**src/rtl/mem_stream_port.sv**
```systemverilog
// Streams words between the byte link and the 512x12 program memory.
// Load packs two bytes per word (high nibble first); dump unpacks each word into two bytes.
module mem_stream_port #(
    parameter int AW = 9,
    parameter int DW = 12
) (
    input  logic          clk,
    input  logic          rst,
    input  logic          cmd_load,
    input  logic          cmd_dump,
    input  logic [AW-1:0] base,
    input  logic [AW:0]   len,
    output logic          busy,
    output logic          done,
    input  logic [7:0]    rx_data,
    input  logic          rx_valid,
    output logic          rx_ready,
    output logic [7:0]    tx_data,
    output logic          tx_valid,
    input  logic          tx_ready,
    output logic [AW-1:0] mem_addr,
    output logic          mem_wr,
    output logic [DW-1:0] mem_wdata,
    input  logic [DW-1:0] mem_rdata
);

    // rx: a byte moves when rx_valid && rx_ready at posedge.
    // tx: a byte moves when tx_valid && tx_ready at posedge; tx_data is held while tx_valid waits.
    typedef enum logic [3:0] {
        IDLE, L_HI, L_LO, L_WR, D_RD, D_WAIT, D_HI, D_LO, FIN
    } state_t;

    localparam logic [AW:0] ONE = 1;

    state_t      state;
    state_t      state_nx;
    logic [AW:0] count;
    logic [3:0]  nibble;
    logic [7:0]  word_lo;

    always_ff @(posedge clk) begin
        if (rst) state <= IDLE;
        else     state <= state_nx;
    end

    always_comb begin
        state_nx = state;
        busy     = (state != IDLE);
        done     = 1'b0;
        rx_ready = 1'b0;
        tx_valid = 1'b0;
        mem_wr   = 1'b0;
        case (state)
            IDLE: begin
                if (cmd_load)      state_nx = (len == '0) ? FIN : L_HI;
                else if (cmd_dump) state_nx = (len == '0) ? FIN : D_RD;
            end
            L_HI: begin
                rx_ready = 1'b1;
                if (rx_valid) state_nx = L_LO;
            end
            L_LO: begin
                rx_ready = 1'b1;
                if (rx_valid) state_nx = L_WR;
            end
            L_WR: begin
                // The memory captures this write on the falling edge inside the cycle.
                mem_wr   = 1'b1;
                state_nx = (count == ONE) ? FIN : L_HI;
            end
            D_RD:   state_nx = D_WAIT;
            D_WAIT: state_nx = D_HI;
            D_HI: begin
                tx_valid = 1'b1;
                if (tx_ready) state_nx = D_LO;
            end
            D_LO: begin
                tx_valid = 1'b1;
                if (tx_ready) state_nx = (count == ONE) ? FIN : D_RD;
            end
            FIN: begin
                done     = 1'b1;
                state_nx = IDLE;
            end
            default: state_nx = IDLE;
        endcase
    end

    always_ff @(posedge clk) begin
        if (rst) begin
            mem_addr  <= '0;
            mem_wdata <= '0;
            tx_data   <= '0;
            count     <= '0;
            nibble    <= '0;
            word_lo   <= '0;
        end else begin
            case (state)
                IDLE: begin
                    if (cmd_load || cmd_dump) begin
                        mem_addr <= base;
                        count    <= len;
                    end
                end
                L_HI: if (rx_valid) nibble <= rx_data[3:0];
                L_LO: if (rx_valid) mem_wdata <= {nibble, rx_data};
                L_WR: begin
                    mem_addr <= mem_addr + 1'b1;
                    count    <= count - 1'b1;
                end
                D_WAIT: begin
                    word_lo <= mem_rdata[7:0];
                    tx_data <= {4'b0000, mem_rdata[11:8]};
                end
                D_HI: if (tx_ready) tx_data <= word_lo;
                D_LO: begin
                    if (tx_ready) begin
                        mem_addr <= mem_addr + 1'b1;
                        count    <= count - 1'b1;
                    end
                end
                default: ;
            endcase
        end
    end

endmodule

```
**config.mk**
```make
export PLATFORM = sky130hd
export DESIGN_NAME = mem_stream_port
export DESIGN_NICKNAME = d
export VERILOG_FILES = /design/src/rtl/mem_stream_port.sv
export SDC_FILE = /design/constraint.sdc
export NUM_CORES = 1
export LEC_CHECK = 0
export CAP_MARGIN = 20
export CELL_PAD_IN_SITES_DETAIL_PLACEMENT = 2
export CELL_PAD_IN_SITES_GLOBAL_PLACEMENT = 2
export CORE_MARGIN = 4
export CORE_UTILIZATION = 30
export CTS_CLUSTER_DIAMETER = 100
export DETAILED_ROUTE_END_ITERATION = 12
export PLACE_DENSITY_LB_ADDON = 0.25
export SLEW_MARGIN = 10
export SYNTH_ARGS = -nofsm -noshare
export SYNTH_HDL_FRONTEND = slang
export SYNTH_SLANG_ARGS = --single-unit
```
**constraint.sdc**
```tcl
create_clock -name clk -period 4.9 [get_ports clk]
set_clock_uncertainty 0.05 [all_clocks]
set_input_delay 0.49 -clock clk [delete_from_list [all_inputs] [get_ports clk]]
set_output_delay 0.49 -clock clk [all_outputs]
set_load 0.005 [all_outputs]
```
==> flow_summary.ini <==
[route]
drt_wl_total_mm = 9.24
route.detailed.drc = 0
ant_nets = 0
vias_per_cell = 5.30
drt-pass1-iter-count = 4
drt_iter0_markers = 64
vias = 2727
drt-wirelength-per-cell_um = 17.9

[global_route]
grt_antenna_before_repair = 0
grt_usage_pct = 16.6
grt_pass1_vias = 2920
grt_max_degree = 53
globalRouteOverflowTotal = 0
grt_pass1_wl_mm = 15.2

[cts]
clk_pin_slew_ps = 100
htree_levels = 2
cts_buffers = 5
max-clock-path-buffers = 2
cts_hold_buf = 0
clock_latency_ps = 310
cts_resized = 0
clock-sinks = 55
cts_tree = done
cts_root_buffer = clkbuf_8
post_cts_buffers = 0

[die]
rows = 35
die_height_um = 105
ioPinCount = 79
fp.dieW_um = 105
coreArea_mm2 = 0.00924
initial_core_util_pct = 30.8
die-area_mm2 = 0.0111

[setup_path]
critPathKind = flop to output pin
reg2reg_slack_ps = 2380
crit_fanout = 16
end_kind = output pin
critPathLaunchType = flop
worstPathRequired_ps = 4360
cp.arrival_ps = 2160
r2r-end = mem_addr[6]
r2r_cells = 3
r2r_start = state[0]

[timing]
fin_crit_ps = 2700
worstMarginPinSlew_ps = 885
rsz0062_at_grt = no
maxSlewHeadroom_pct = 40.8
final.setup.tns_ps = 0
maxSlewViolCount = 0
hold_violations = 0
fin_crit_sh_pct = 55.0
fmax_mhz = 371
setup_viol = 0

[hold_path]
min_to = mem_wdata[9]
hold_class = flop to flop
hp-start = nibble[1]
whs_path_depth = 2

[logic_synthesis]
ys.flop_type = dfxtp_1
syn_avg_cell_area_um2 = 8.80
ys_seq_area_share_pct = 38.7
syn-instance-count = 323
ys_async_sr_fraction_pct = 0
yosysWarnings = 0
synth_nets = 371
syn_area_mm2 = 0.00284
synth_edf_count = 0
ys_types = 61
ys_ff_latch = 55

[pwr]
peakVddDrop_mv = 0.160
p_leak_nw = 1.44
power_density_mw_per_mm2 = 489

[cells_and_area]
num_antenna_cells = 0
fin_cells = 515
fin_nets = 433
syn_to_final_growth_pct = 32.8
drive_above_1_share_pct = 5.44

[job]
drv_cap = 0

[place]
dp_hpwl_mm = 6.91
portBuffers = 78
gp_congestion = 0.759
place_inst = 507

[run_status]
status = completed
## flip-flops by register name (all words and copies together), names as in the netlist
register / count
mem_addr: 9
word_lo: 8
state: 4
tx_data: 8
nibble: 4
mem_wdata: 12
count: 10
## per-layer routing
metal | up-vias | GRT usage, % | share of wire (%)
li1 | 1323 | - | -
met5 | - | 0 | 0
met2 | 52 | 29.1 | 50
met1 | 1346 | 21.0 | 45
met4 | 0 | 2.25 | 0.63
met3 | 6 | 3.92 | 4.5
## synthesized netlist by cell type (3+ instances only)
cell type	instances	area share [%]
o21ai_1	4	0.70
nand2_1	10	1.3
a211oi_1	5	1.3
nor3_1	16	2.8
a22oi_1	10	2.6
or3_1	3	0.66
nor2_1	49	6.5
nor2b_1	4	0.88
a31oi_1	5	1.1
inv_1	7	0.92
mux2i_1	29	10
clkbuf_1	8	1.1
o31ai_1	9	2.4
o311ai_1	3	0.92
and2_1	3	0.66
nand3_1	5	0.88
ha_1	3	1.3
dfxtp_1	55	39
buf_4	5	1.3
o311ai_0	7	2.2
and3_1	5	1.1
buf_2	8	1.4
o21ai_0	6	1.1
a21oi_1	14	2.5
## final cells by class
cell class,count,area (um2)
Inverter,7,26.3
Clock buffer,5,68.8
Sequential cell,55,1100
Fill cell,1033,5460
Multi-Input combinational cell,237,1590
Clock inverter,3,47.5
Tap cell,129,161
Timing Repair Buffer,79,783
## layout by cell type (no fill, tap or decap), types with 2 or more instances in the layout
master / n
a211o_1: 2
a211oi_1: 5
a21oi_1: 14
a22oi_1: 10
a31oi_1: 5
and2_1: 3
and3_1: 5
and3b_1: 2
clkbuf_8: 5
clkdlybuf4s50_1: 77
dfxtp_1: 55
ha_1: 3
inv_1: 7
mux2i_1: 29
nand2_1: 10
nand2b_1: 2
nand3_1: 5
nand3b_1: 2
nand4_1: 2
nand4b_1: 2
nor2_1: 49
nor2b_1: 4
nor3_1: 16
nor3b_1: 2
nor4_1: 2
o21a_1: 2
o21ai_0: 6
o21ai_1: 4
o22a_1: 2
o311ai_0: 7
o311ai_1: 3
o31a_1: 2
o31ai_1: 9
or3_1: 3
or4_4: 2
## logic make-up after synthesis
logic type	after synthesis	synth area share, %
simple gates	120	22.6
xor+xnor	1	0.308
compound gates	84	21.3
mux	29	10.2
flops	55	38.7
buf+inv	31	5.63
fa+ha+maj	3	1.32
## how the worst max path moves through the flow
stage | startpoint | slack (ps) | to | cells after the start
after global routing | state[0] | 2070 | mem_wr | 3
final | state[0] | 2200 | mem_wr | 3
after detailed placement | state[1] | 2370 | mem_addr[6] | 3
after floorplan | cmd_load | 3300 | count[5] | 6
after CTS | state[0] | 2210 | mem_wr | 3
after global placement | state[0] | 2370 | mem_addr[6] | 3
## worst max-delay path, stage by stage (launching register included)
cell and delay, ps:
dfxtp_1 740, nand2_1 260, nor3_1 280, clkdlybuf4s50_1 560
## where the power goes
part           total [W]  internal (W)  switching [W]
Clock           0.000315      0.000155       0.000160
Combinational   0.000830      0.000389       0.000441
Sequential      0.000703      0.000550       0.000153
## through the flow
stage	setup slack (ps)	area [um2]	utilization [%]	power, W	hold WS (ps)
floorplan	3300	2840	-	0.00124	410
global placement	2370	3650	39.6	0.00152	421
detailed placement	2370	3650	39.6	0.00155	444
CTS	2210	3770	40.8	0.00187	471
global route	2070	3780	40.9	0.00199	488
finish	2200	3780	40.9	0.00185	460
No activity file was read; power rests on OpenSTA's default activity.
